<file path="config.mk">
export PLATFORM = sky130hd
export DESIGN_NAME = usb_crc16_check
export DESIGN_NICKNAME = d
export VERILOG_FILES = /design/src/rtl/usb_crc16_check.sv
export SDC_FILE = /design/constraint.sdc
export NUM_CORES = 1
export LEC_CHECK = 0
export ABC_AREA = 1
export CORE_MARGIN = 2
export CORE_UTILIZATION = 55
export DETAILED_ROUTE_END_ITERATION = 16
export PLACE_DENSITY = 0.81
export SYNTH_ARGS = -nofsm -noshare
export SYNTH_HDL_FRONTEND = slang
export SYNTH_SLANG_ARGS = --single-unit
</file>
<file path="constraint.sdc">
create_clock -name clk -period 5.1 [get_ports clk]
set_clock_uncertainty 0.05 [all_clocks]
set_input_delay 0.51 -clock clk [delete_from_list [all_inputs] [get_ports clk]]
set_output_delay 0.51 -clock clk [all_outputs]
set_load 0.01 [all_outputs]
</file>
<file path="src/rtl/usb_crc16_check.sv">
// Receive-side USB DATA packet CRC16 checker: bit-serial LSB-first CRC, two-byte holdback, EOP verdict.
// Define USB_CRC16_CHK_STATS_EN to add the saturating errCount output.
module usb_crc16_check #(
    parameter logic [15:0] POLY    = 16'hA001,
    parameter logic [15:0] INIT    = 16'hFFFF,
    parameter logic [15:0] RESIDUE = 16'hB001,
    parameter int unsigned CNT_W   = 10
) (
    input  logic             clk,
    input  logic             rstn,
    input  logic             rstCRC,
    input  logic [7:0]       dataIn,
    input  logic             dataValid,
    output logic             dataReady,
    input  logic             eop,
    output logic [7:0]       payloadOut,
    output logic             payloadValid,
    output logic             crcOK,
    output logic             crcErr,
    output logic             shortErr,
    output logic             busy,
    output logic [CNT_W-1:0] byteCount,
    output logic [15:0]      CRCResult
`ifdef USB_CRC16_CHK_STATS_EN
    ,
    output logic [15:0]      errCount
`endif
);

    localparam logic [0:0] ST_IDLE  = 1'b0;
    localparam logic [0:0] ST_SHIFT = 1'b1;

    logic [0:0]       state_q, state_d;
    logic [2:0]       bit_q, bit_d;
    logic [7:0]       sh_q, sh_d;
    logic [15:0]      crc_q, crc_d;
    logic [CNT_W-1:0] cnt_q, cnt_d;
    logic [7:0]       hb0_q, hb0_d;
    logic [7:0]       hb1_q, hb1_d;
    logic [1:0]       hbn_q, hbn_d;
    logic             pend_q, pend_d;
    logic [7:0]       pout_q, pout_d;
    logic             pval_q, pval_d;
    logic             ok_q, ok_d;
    logic             err_q, err_d;
    logic             short_q, short_d;

    logic             process;
    logic [CNT_W-1:0] cnt_base;
    logic [1:0]       hbn_base;

    function automatic logic [15:0] crc_step(input logic [15:0] c, input logic b);
        if (c[0] ^ b)
            return {1'b0, c[15:1]} ^ POLY;
        else
            return {1'b0, c[15:1]};
    endfunction

    always_comb begin
        state_d  = state_q;
        bit_d    = bit_q;
        sh_d     = sh_q;
        crc_d    = crc_q;
        cnt_d    = cnt_q;
        hb0_d    = hb0_q;
        hb1_d    = hb1_q;
        hbn_d    = hbn_q;
        pend_d   = pend_q;
        pout_d   = pout_q;
        pval_d   = 1'b0;
        ok_d     = 1'b0;
        err_d    = 1'b0;
        short_d  = 1'b0;
        cnt_base = cnt_q;
        hbn_base = hbn_q;
        // A byte offered alongside eop is accepted first; eop then waits until it is shifted.
        process  = (state_q == ST_IDLE) && (pend_q || (eop && !dataValid));

        if (rstCRC) begin
            state_d = ST_IDLE;
            bit_d   = '0;
            crc_d   = INIT;
            cnt_d   = '0;
            hbn_d   = '0;
            pend_d  = 1'b0;
        end else if (state_q == ST_SHIFT) begin
            crc_d = crc_step(crc_q, sh_q[0]);
            sh_d  = {1'b0, sh_q[7:1]};
            bit_d = bit_q + 3'd1;
            if (bit_q == 3'd7)
                state_d = ST_IDLE;
            if (eop)
                pend_d = 1'b1;
        end else begin
            if (process) begin
                if (cnt_q < CNT_W'(2)) begin
                    err_d   = 1'b1;
                    short_d = 1'b1;
                end else if (crc_q == RESIDUE) begin
                    ok_d = 1'b1;
                end else begin
                    err_d = 1'b1;
                end
                crc_d    = INIT;
                cnt_d    = '0;
                hbn_d    = '0;
                pend_d   = 1'b0;
                cnt_base = '0;
                hbn_base = '0;
            end
            // A byte arriving on the verdict edge opens the next packet from a clean state.
            if (dataValid) begin
                case (hbn_base)
                    2'd2: begin
                        pout_d = hb0_q;
                        pval_d = 1'b1;
                        hb0_d  = hb1_q;
                        hb1_d  = dataIn;
                        hbn_d  = 2'd2;
                    end
                    2'd1: begin
                        hb1_d = dataIn;
                        hbn_d = 2'd2;
                    end
                    default: begin
                        hb0_d = dataIn;
                        hbn_d = 2'd1;
                    end
                endcase
                cnt_d   = (cnt_base == '1) ? cnt_base : cnt_base + CNT_W'(1);
                sh_d    = dataIn;
                bit_d   = '0;
                state_d = ST_SHIFT;
                pend_d  = eop;
            end
        end
    end

    always_ff @(posedge clk or negedge rstn) begin
        if (!rstn) begin
            state_q <= ST_IDLE;
            bit_q   <= '0;
            sh_q    <= '0;
            crc_q   <= INIT;
            cnt_q   <= '0;
            hb0_q   <= '0;
            hb1_q   <= '0;
            hbn_q   <= '0;
            pend_q  <= 1'b0;
            pout_q  <= '0;
            pval_q  <= 1'b0;
            ok_q    <= 1'b0;
            err_q   <= 1'b0;
            short_q <= 1'b0;
        end else begin
            state_q <= state_d;
            bit_q   <= bit_d;
            sh_q    <= sh_d;
            crc_q   <= crc_d;
            cnt_q   <= cnt_d;
            hb0_q   <= hb0_d;
            hb1_q   <= hb1_d;
            hbn_q   <= hbn_d;
            pend_q  <= pend_d;
            pout_q  <= pout_d;
            pval_q  <= pval_d;
            ok_q    <= ok_d;
            err_q   <= err_d;
            short_q <= short_d;
        end
    end

`ifdef USB_CRC16_CHK_STATS_EN
    logic [15:0] errcnt_q;

    always_ff @(posedge clk or negedge rstn) begin
        if (!rstn)
            errcnt_q <= '0;
        else if (err_d && (errcnt_q != 16'hFFFF))
            errcnt_q <= errcnt_q + 16'd1;
    end

    assign errCount = errcnt_q;
`endif

    assign dataReady    = (state_q == ST_IDLE);
    assign payloadOut   = pout_q;
    assign payloadValid = pval_q;
    assign crcOK        = ok_q;
    assign crcErr       = err_q;
    assign shortErr     = short_q;
    assign busy         = (state_q == ST_SHIFT) || (cnt_q != '0);
    assign byteCount    = cnt_q;
    assign CRCResult    = crc_q;

endmodule
</file>
* Word level (Yosys, flattened, before mapping)
Cells that the tools add are included.
** Storage, ports and cells
- Register bits after elaboration :: 69
- Bits of input ports :: 13
- Output and inout port bits :: 40
- Word-level logic and storage cells :: 96
** Operators by class
- Add/sub/neg operators :: 2
- Magnitude comparators :: 1
- Equality and inequality tests :: 7
- Mux-type cells :: 51
- Bitwise operators :: 5
- Reduce and logical (&&, ||, !) cells :: 16
** Operators with widths (number)
- $mux W10 :: 7
- $mux W16 :: 4
- $mux W1 :: 27
- $eq A16 B16 Y1 const B :: 1
- $mux W8 :: 2
- $pmux W8 S2 :: 1
- $mux W2 :: 7
- $reduce_and A4 Y1 :: 3
- $add A10 B1 Y10 const B :: 1
- $eq A10 B10 Y1 const B :: 1
- $lt A10 B2 Y1 const B :: 1
- $reduce_bool A10 Y1 :: 1
- $mux W3 :: 3
- $reduce_bool A3 Y1 :: 2
- $reduce_and A2 Y1 :: 2
- $reduce_bool A4 Y1 :: 1
- $add A3 B1 Y3 const B :: 1
- $eq A3 B3 Y1 const B :: 1
- $ne A3 B3 Y1 const B :: 1
- $not A1 Y1 :: 3
- $not A2 Y3 :: 1
- $eq A2 B1 Y1 const B :: 1
- $eq A2 B2 Y1 const B :: 1
- $logic_and A1 B1 Y1 :: 2
- other kinds (6) :: 7

* Longest topological paths before layout
Gate-level depths: netlist of the first run.
- Depth after elaboration :: 13
- Depth in mapped cells :: 17
- Mapped depth without buffers :: 16

* Worst setup path before layout of the first run
Ideal clock, no wire load.
- Path type :: input port to flip-flop
- From :: input port dataValid
- To :: register hb1_q[5]
- Setup time :: 0.117 ns
- Arrival :: 2.037 ns
- Data required time :: 4.933 ns
- Slack :: 2.895 ns
- Stages :: 14
- Buffers on the path :: 3
- Path through :: inv_2 > nand2_2 > nand2_2 > nand2_4 > buf_6 > inv_2 > nor2_1 > inv_1 > ha_1 > or2_1 > buf_2 > buf_6 > nand2_1 > o21ai_2
** On the way
- Longest elaborated chain between the ends :: 10
- Elaborated cells between the ends (all ways) :: 11
- Classes of those cells :: eq/ne: 2; mux: 3; reduce/logical: 6
** Ends and longest elaborated chain
- start, declared :: line 13 : input logic dataValid,
- $logic_not A1 Y1 :: line 77 : process = (state_q == ST_IDLE) && (pend_q || (eop && !dataValid));
- $logic_and A1 B1 Y1 :: line 77
- $logic_or A1 B1 Y1 :: line 77
- $logic_and A1 B1 Y1 :: line 77
- $mux W2
- $mux W2 :: line 86 : end else if (state_q == ST_SHIFT) begin
- $mux W2 :: line 79 : if (rstCRC) begin
- $eq A2 B1 Y1 or $eq A2 B2 Y1 (tied branches) :: line 113 : case (hbn_base)
- $reduce_or A2 Y1 (no source line)
- $reduce_and A4 Y1 (no source line) *
- end signal, assigned :: line 147 : hb1_q <= '0;
- end signal, assigned :: line 162 : hb1_q <= hb1_d;
- end, declared :: line 39 : logic [7:0] hb1_q, hb1_d;
Every way passes the cells marked *; elsewhere a longest branch is shown, timed or not. The select of a mux whose other input is x is not followed.
A chain may end at the register's enable or synchronous reset.

* Worst setup path after layout of the first run
- From :: input port dataValid
- To :: register pout_q[1], in the netlist payloadOut[1]
** On the way
- Longest elaborated chain between the ends :: 9
** Ends and longest elaborated chain
- $logic_not A1 Y1 :: line 77
- $logic_and A1 B1 Y1 :: line 77
- $logic_or A1 B1 Y1 :: line 77
- $logic_and A1 B1 Y1 :: line 77
- $mux W2
- $mux W2 :: line 86
- $mux W2 :: line 79
- $eq A2 B2 Y1 :: line 113
- $reduce_and A4 Y1 (no source line) *
- end signal, assigned :: line 165 : pout_q <= pout_d;
- end, declared :: line 42 : logic [7:0] pout_q, pout_d;
Marks and branches as above.

==> impl_metrics.yaml, run 1 <==
worst_setup_path:
  endpoint_kind: "flop"
  max_stage_delay_ps: 740
  path_class: "in2reg"
  crit_path_cell_trace: "clkdlybuf4s50_1 -> inv_2 -> nand2_2 -> nand2_2 -> nand2_4 -> inv_2 -> nor2_1 -> ha_1 -> nand2_1 -> nand2_1 -> o21ai_0"
  r2r-end: "payloadOut[1]"
  reg2reg_depth: 8
  crit_fanout: 17
  r2r-start: "state_q"
  cpMaxStageDelayCell: "clkdlybuf4s50_1"
  critPathArrivalTime_ps: 3220
  reg2reg_slack_ps: 2380
  crit_required_ps: 5260
  crit_path_start_kind: "primary input"
timing:
  relSlewSlack: 0.427
  clock.fmax_mhz: 327
  post-route-period-util: 0.600
  tightest_slew_ps: 857
  finalMaxSlewViolations: 0
  setup_viol: 0
  rsz0062_at_grt: "no"
  timing.final.hold_violations: 0
  fin_crit_ps: 3060
  fin_setup_tns_ps: 0
place:
  port_buffers: 52
  place_hpwl_mm: 5.21
  placed_area_sq_um: 3960
  gp_congestion: 0.873
routing:
  drt_first_pass_iters: 5
  ant_nets: 0
  drt-wirelength-per-cell_um: 13.7
  viasPerCell: 5.30
  drc: 0
  dr_total_vias: 2854
  first_iter_violations: 250
  wl_mm: 7.36
floorplanning:
  die_w_um: 82.7
  num_io_pins: 53
  dieArea_sq_um: 6840
  core_region_area_sq_um: 5960
  start_util: 0.572
  fp.dieH_um: 82.7
  placementRows: 28
layout:
  area_growth_pct: 21.1
  fin_area_sq_um: 4130
  mostFrequentLayoutCells: "99 x nand2_1, 53 x dfrtp_1, 52 x inv_1"
  fillerInstances: 511
  multi_input_area_sq_um: 1360
  final_common_cell: "nand2_1"
  final_util: 0.693
  drive_above_1_share: 0.149
  regArea_sq_um: 1750
  n_antenna_cell: 0
  nets: 476
cts:
  cts_buffer_depth: 2
  clk_latency_ps: 340
  clk_pin_slew_ps: 80
  numCtsBuffers: 9
  cts.htree.levels: 3
  clkSinkCount: 69
  cts_tree: "built"
  cts_resized: 0
  ctsHoldBuffers: 0
  cts_setup_buffers: 0
  cts-root-buf: "clkbuf_8"
yosys:
  async_flop_share: 1.00
  synthFlopType: "dfrtp_1"
  synth-seq-cells: 69
  synth_cell_types: 34
  synth_edf_count: 0
  syn-instance-count: 407
  syn-num-nets: 425
  yosysSeqAreaShare: 0.512
  ys_warn_count: 0
  syn_area_sq_um: 3410
  avgSynthCellArea_sq_um: 8.37
power:
  p_int_w: 0.000949
  irDropWorstVdd_mv: 0.245
  pwr-share-clk: 0.281
  p_total_w: 0.00137
  seq_power_share: 0.506
  power-per-cell-area_nw_per_um2: 332
  pwr-share-comb: 0.213
  swShare: 0.308
  p_leak_nw: 1.97
  p_switching_w: 0.000422
global_route:
  grt.total_usage: 0.241
  grt_pass1_wl_mm: 12.4
  grt_start_max_net_pins: 70
  antenna_found_initial: 0
  grt-ovfl-total: 0
  grt_pass1_vias: 2690
min_path:
  hold_class: "in2async"
outcome:
  status: "finished clean"
flow_run:
  drv_cap: 0
metrics by stage:
step / std cells / setup slack (ps) / hold WS [ps]
after global routing: 538 / 1750 / 388
after floorplan: 407 / 2900 / 164
final: 538 / 2040 / 306
after CTS: 538 / 2080 / 344
after detailed placement: 522 / 1720 / 418
after global placement: 522 / 1820 / 415
cell type report:
cell class,instances,share of cell area
Sequential cell,69,0.423
Inverter,62,0.0564
Clock inverter,6,0.00970
Clock buffer,10,0.0309
Timing Repair Buffer,54,0.129
Multi-Input combinational cell,262,0.328
Tap cell,75,0.0227
Yosys cell counts (2+ instances only):
master / count / area share
nand2_1: 99 / 0.11
dfrtp_1: 53 / 0.39
inv_1: 52 / 0.057
o21ai_0: 32 / 0.047
nor2_1: 31 / 0.034
nand3_1: 19 / 0.028
dfstp_2: 16 / 0.12
a22oi_1: 10 / 0.022
inv_2: 9 / 0.0099
nand4_1: 8 / 0.015
a31oi_1: 7 / 0.013
clkbuf_1: 7 / 0.0077
o21ai_2: 7 / 0.018
a21oi_1: 6 / 0.0088
nor2_2: 6 / 0.011
o21ai_1: 6 / 0.0088
buf_2: 5 / 0.0073
ha_1: 5 / 0.018
nand2_2: 5 / 0.0092
o22ai_1: 4 / 0.0073
nor2_4: 3 / 0.0099
a22o_1: 2 / 0.0051
buf_6: 2 / 0.0066
nand3_2: 2 / 0.0059
xnor2_1: 2 / 0.0051
how the worst max path moves through the flow:
| stage | start | end | slack (ps) | depth (start not counted) |
|---|---|---|---|---|
| 4_1_cts | dataValid | payloadOut[1] | 2080 | 11 |
| 2_1_floorplan | dataValid | hb1_q[5] | 2900 | 14 |
| 6_report | dataValid | payloadOut[1] | 2040 | 11 |
| 5_1_grt | dataValid | payloadOut[2] | 1750 | 11 |
| 3_3_place_gp | dataValid | payloadOut[0] | 1820 | 11 |
| 3_5_place_dp | dataValid | payloadOut[1] | 1720 | 11 |
per-layer routing:
metal | global-route usage | part of all wire | routed length (um) | vias up
met1 | 0.323 | 0.45 | 3330 | 1366
met5 | 0 | 0 | 0 | -
met2 | 0.389 | 0.48 | 3570 | 70
met3 | 0.0424 | 0.047 | 344 | 9
li1 | - | - | - | 1409
met4 | 0.0951 | 0.016 | 115 | 0
flip-flops by register name (all words and copies together), names as in the netlist, 2 cells and up:
register / cells
hb1_q: 8
hbn_q: 2
byteCount: 10
CRCResult: 16
bit_q: 3
hb0_q: 8
sh_q: 8
payloadOut: 8
worst max-delay path, delay by kind of cell:
family          cells  cell delay (ps)
buf+inv             3             1030
simple gates        6             1100
fa+ha+maj           1              480
compound gates      1               90
power by group through the flow:
stage | combinational [W] | clock (W) | sequential (W)
5_1_grt | 0.000330 | 0.000418 | 0.000707
4_1_cts | 0.000295 | 0.000396 | 0.000694
2_1_floorplan | 0.000163 | 0 | 0.000706
3_3_place_gp | 0.000284 | 0 | 0.000699
3_5_place_dp | 0.000293 | 0 | 0.000704
6_report | 0.000292 | 0.000385 | 0.000694
kinds of logic (layout without fill, tap and decap cells):
kind of cell | after synthesis | in the layout | synth area share
AOI/OAI and AO/OA | 76 | 76 | 0.135
adders and majority gates | 5 | 5 | 0.0184
and+or+nand+nor | 178 | 178 | 0.237
buffers and inverters | 76 | 132 | 0.0899
xor gates and xnor gates | 3 | 3 | 0.00771
DFF | 69 | 69 | 0.512
(Power assumes the default switching activity.)
==> run 2: changes to the inputs <==
--- a/config.mk
+++ b/config.mk
@@ -7,9 +7,9 @@
 export LEC_CHECK = 0
 export ABC_AREA = 1
 export CORE_MARGIN = 2
-export CORE_UTILIZATION = 55
+export CORE_UTILIZATION = 48
 export DETAILED_ROUTE_END_ITERATION = 16
-export PLACE_DENSITY = 0.81
+export PLACE_DENSITY = 0.75
 export SYNTH_ARGS = -nofsm -noshare
 export SYNTH_HDL_FRONTEND = slang
 export SYNTH_SLANG_ARGS = --single-unit
==> constraint.sdc (replaced) <==
create_clock -name clk -period 2.48 [get_ports clk]
set_clock_uncertainty 0.05 [all_clocks]
set_input_delay 0.248 -clock clk [delete_from_list [all_inputs] [get_ports clk]]
set_output_delay 0.248 -clock clk [all_outputs]
set_load 0.01 [all_outputs]
==> run 2 against run 1 <==
  * Combinational power increased by 110%
  * Non-clock buffer count increased by 8
  * Core utilization decreased by 7.0 points
  * Sequential share of layout area decreased by 1.3 points
  * Highest routed layer unchanged
  * Hold slack improved by 100 ps
  * First-iteration DRC count decreased by 24%
  * Die area increased by 14%
  * Sequential cell count unchanged
  * Largest cell class unchanged
==> impl_metrics.yaml, run 2 (same netlist as run 1, synthesis figures left out) <==
routing:
  drc: 0
  drt_first_pass_iters: 5
  wl_mm: 7.35
  drt-wirelength-per-cell_um: 13.0
  viasPerCell: 5.07
  first_iter_violations: 191
  dr_total_vias: 2876
  ant_nets: 0
layout:
  regArea_sq_um: 1750
  fillerInstances: 608
  final_util: 0.623
  largest_register_ffs: 16
  drive_above_1_share: 0.161
  mostFrequentLayoutCells: "99 x nand2_1, 53 x dfrtp_1, 52 x inv_1"
  final_common_cell: "nand2_1"
  area_growth_pct: 24.9
  nets: 484
  multi_input_area_sq_um: 1360
  n_antenna_cell: 0
global_route:
  antenna_found_initial: 0
  grt.total_usage: 0.207
  grt_start_max_net_pins: 41
  grt_pass1_wl_mm: 12.4
  grt_pass1_vias: 2715
  grt-ovfl-total: 0
worst_setup_path:
  crit_fanout: 16
  path_class: "in2reg"
  crit_path_start_kind: "primary input"
  critPathArrivalTime_ps: 2280
  endpoint_kind: "flop"
  crit_required_ps: 2660
timing:
  fin_crit_ps: 2100
  post-route-period-util: 0.847
  setup_viol: 0
  tightest_slew_ps: 672
  fin_setup_tns_ps: 0
  rsz0062_at_grt: "no"
  timing.final.hold_violations: 0
  worst_slack_ps: 381
  worst_hold_slack_ps: 409
  relSlewSlack: 0.552
  finalMaxSlewViolations: 0
  clock.fmax_mhz: 476
power:
  irDropWorstVdd_mv: 0.369
  p_leak_nw: 2.02
  power-per-cell-area_nw_per_um2: 699
floorplanning:
  placementRows: 30
  start_util: 0.499
  die_w_um: 88.3
  fp.dieH_um: 88.3
  num_io_pins: 53
  core_region_area_sq_um: 6830
  dieArea_sq_um: 7790
place:
  place_hpwl_mm: 5.22
  port_buffers: 52
  pre_cts_ws_ps: 21.8
  gp_congestion: 0.906
cts:
  cts.htree.levels: 3
  clkSinkCount: 69
  cts_buffer_depth: 2
  cts-root-buf: "clkbuf_8"
  clk_latency_ps: 350
  clk_pin_slew_ps: 80
  numCtsBuffers: 9
  cts_tree: "built"
flow_run:
  drv_cap: 0
min_path:
  hold_class: "in2async"
outcome:
  status: "finished clean"
## run 2: final timing paths
path                               start            end  slack, ps  cells past startpoint
setup / recovery               dataValid       hb1_q[4]        380                     12
hold / removal                      rstn        sh_q[5]        410                      2
setup reg to reg                  pend_q       hb1_q[4]        440                     10
hold reg to reg            payloadOut[6]  payloadOut[6]        440                      2
max in group asynchronous           rstn   CRCResult[2]       1270                      3
min in group clk           payloadOut[6]  payloadOut[6]        440                      2
## run 2: critical path, cell delays in order
cell	delay (ps)
clkdlybuf4s50_1	510
inv_2	60
nand2_2	50
nand2_2	70
nand2_4	80
inv_2	70
nor2_1	140
inv_1	60
ha_1	300
or2_1	460
nand2_1	170
o21ai_2	60
## run 2: metal layers
layer	up-vias	share of wire	GRT usage
met4	0	0.015	0.0716
met1	1363	0.45	0.278
met3	12	0.045	0.0588
met5	-	0	0
li1	1426	-	-
met2	75	0.49	0.325
## run 2: layout make-up
class	instances	share of cell area
clock inverter	6	0.0162
sequential	69	0.410
tap	96	0.0282
timing repair buffer	62	0.142
multi-input combinational	262	0.318
inverter	62	0.0547
clock buffer	10	0.0300
## run 2: stage by stage
stage	cell area [sq um]	total power [W]	cells
after CTS	4260	0.00300	567
after global placement	4050	0.00204	550
after detailed placement	4050	0.00206	550
final	4260	0.00297	567
after floorplan	3410	0.00179	407
after global routing	4260	0.00313	567
## run 2: report_power, final
group          internal, W  switching (W)
sequential         0.00132       0.000103
clock             0.000472       0.000462
combinational     0.000285       0.000333
total              0.00208       0.000898
## run 2: repair_timing
action                                 4_1_cts  5_1_grt
hold buffers                                 1        0
setup buffers                                0        0
gates resized for setup                      0        0
endpoints found under the hold margin       29        0
==> run 3: changes to the inputs <==
==> constraint.sdc (replaced) <==
create_clock -name clk -period 1.9 [get_ports clk]
set_clock_uncertainty 0.05 [all_clocks]
set_input_delay 0.19 -clock clk [delete_from_list [all_inputs] [get_ports clk]]
set_output_delay 0.19 -clock clk [all_outputs]
set_load 0.01 [all_outputs]
==> run 3 against run 2 <==
  * Clock-buffer cell count stayed put
  * Sequential share of layout area is 2.9 points lower
  * Highest routed layer unchanged
  * Die area stayed put
  * Combinational power is 46% higher
  * Register-to-register slack worse by 410 ps
  * Sequential power is 30% higher
  * Cell count is 4.2% higher
  * Core utilization is 4.8 points higher
  * Design area is 7.7% higher
  * First-iteration DRC count is 14% lower
  * Hold slack worse by 61 ps
  * Via count is 4.6% higher
==> impl_metrics.yaml, run 3 (same netlist as run 1, synthesis figures left out) <==
place:
  pre_cts_ws_ps: -364
  place_hpwl_mm: 5.46
  port_buffers: 52
  gp_congestion: 0.899
worst_setup_path:
  crit_required_ps: 2090
  cp_common_cell: "nand2_4"
  crit_path_start_kind: "flop"
  endpoint_kind: "flop"
  path_class: "reg2reg"
  max_stage_delay_ps: 370
  critPathArrivalTime_ps: 2070
  crit_fanout: 8
  cpMaxStageDelayCell: "dfrtp_1"
  crit_path_cell_trace: "inv_2 -> nand2_4 -> nand2_4 -> nand2_2 -> inv_2 -> ha_2 -> nand2_1 -> nand3b_4 -> nor2_4 -> nand3_4 -> nand2_4 -> o21ai_1 -> nand3_2 -> nand2_1"
timing:
  clock.fmax_mhz: 534
  fin_crit_ps: 1870
  setup_viol: 0
  rsz0062_at_grt: "yes"
  finalMaxSlewViolations: 0
  timing.final.hold_violations: 0
  tightest_slew_ps: 362
  worst_hold_slack_ps: 348
  fin_setup_tns_ps: 0
  worst_slack_ps: 28.3
  post-route-period-util: 0.985
  relSlewSlack: 0.759
cts:
  cts.htree.levels: 3
  numCtsBuffers: 9
  clk_latency_ps: 350
  cts-root-buf: "clkbuf_8"
  cts_tree: "built"
  clk_pin_slew_ps: 70
  cts_buffer_depth: 2
  clkSinkCount: 69
routing:
  drc: 0
  dr_total_vias: 3009
  wl_mm: 7.65
  first_iter_violations: 165
  drt_first_pass_iters: 5
  viasPerCell: 5.09
  drt-wirelength-per-cell_um: 12.9
  ant_nets: 0
flow_run:
  drv_cap: 0
global_route:
  grt.total_usage: 0.216
  grt-ovfl-total: 0
  grt_pass1_wl_mm: 12.8
  antenna_found_initial: 0
  grt_pass1_vias: 2730
  grt_start_max_net_pins: 70
layout:
  n_antenna_cell: 0
  drive_above_1_share: 0.228
  largest_register_ffs: 16
  area_growth_pct: 34.5
  final_util: 0.671
  nets: 508
  mostFrequentLayoutCells: "93 x nand2_1, 53 x dfrtp_1, 50 x inv_1, 50 x clkdlybuf4s50_1, 32 x o21ai_0"
  final_common_cell: "nand2_1"
floorplanning:
  die_w_um: 88.3
  num_io_pins: 53
  fp.dieH_um: 88.3
  start_util: 0.499
  dieArea_sq_um: 7790
  core_region_area_sq_um: 6830
  placementRows: 30
power:
  p_total_w: 0.00407
  irDropWorstVdd_mv: 0.432
  power-per-cell-area_nw_per_um2: 887
  p_leak_nw: 2.18
outcome:
  status: "finished clean"
min_path:
  hold_class: "in2async"
==> run 3: cell types whose count changed in the layout (fill, tap and decap cells not counted), moves of 3 or more <==
cell	before	now
buf_12	1	6
nand2_2	5	9
nand2_1	99	93
buf_4	8	27
nor2_1	31	28
==> run 3: final timing paths <==
path | from | endpoint | slack (ps) | cells after the start
max | pend_q | byteCount[1] | 30 | 14
min | rstn | payloadOut[5] | 350 | 3
max reg2reg | pend_q | byteCount[1] | 30 | 14
min reg2reg | hb1_q[0] | hb1_q[0] | 430 | 2
max in group asynchronous | rstn | CRCResult[14] | 1130 | 3
min in group clk | dataIn[3] | hb1_q[3] | 400 | 3
==> run 3: layer usage <==
layer  vias up  GRT usage  share of wire
li1       1481          -              -
met1      1428      0.304           0.47
met2        85      0.319           0.46
met3        15     0.0466          0.049
met4         0      0.102          0.018
met5         -          0              0
==> run 3: critical path: cells and delay by family (launching register included) <==
family	cells	cell delay, ps
AND/OR/NAND/NOR	10	940
flip-flops	1	370
adder cells (fa/ha/maj)	1	160
buffers and inverters	2	130
AO/OA/AOI/OAI	1	90
==> run 3: power breakdown <==
| part | leakage (nW) | internal [W] | switching [W] |
|---|---|---|---|
| Combinational | 1.22 | 0.000435 | 0.000470 |
| Clock | 0.110 | 0.000739 | 0.000572 |
| Sequential | 0.852 | 0.00172 | 0.000130 |
==> run 3: through the flow <==
stage,cell area (sq um),std cells
finish,4580,591
global placement,4300,570
CTS,4520,587
global route,4580,591
floorplan,3450,407
detailed placement,4300,570
==> run 3: cell type report <==
type | count | area (sq um)
inverters | 62 | 240
clock buffers | 10 | 128
well taps | 96 | 120
multi-input cells | 262 | 1410
fillers | 573 | 2250
flip-flops and latches | 69 | 1750
clock inverters | 6 | 87.6
repair buffers | 86 | 847
==> run 3: what timing repair did <==
action | CTS | global route
hold endpoints to repair | 53 | 0
buffers inserted | 0 | 4
pin swaps | 2 | 9
resized for setup | 2 | 10
endpoints found under the setup margin | 2 | 15
cloned | 0 | 0
hold buffers | 1 | 0
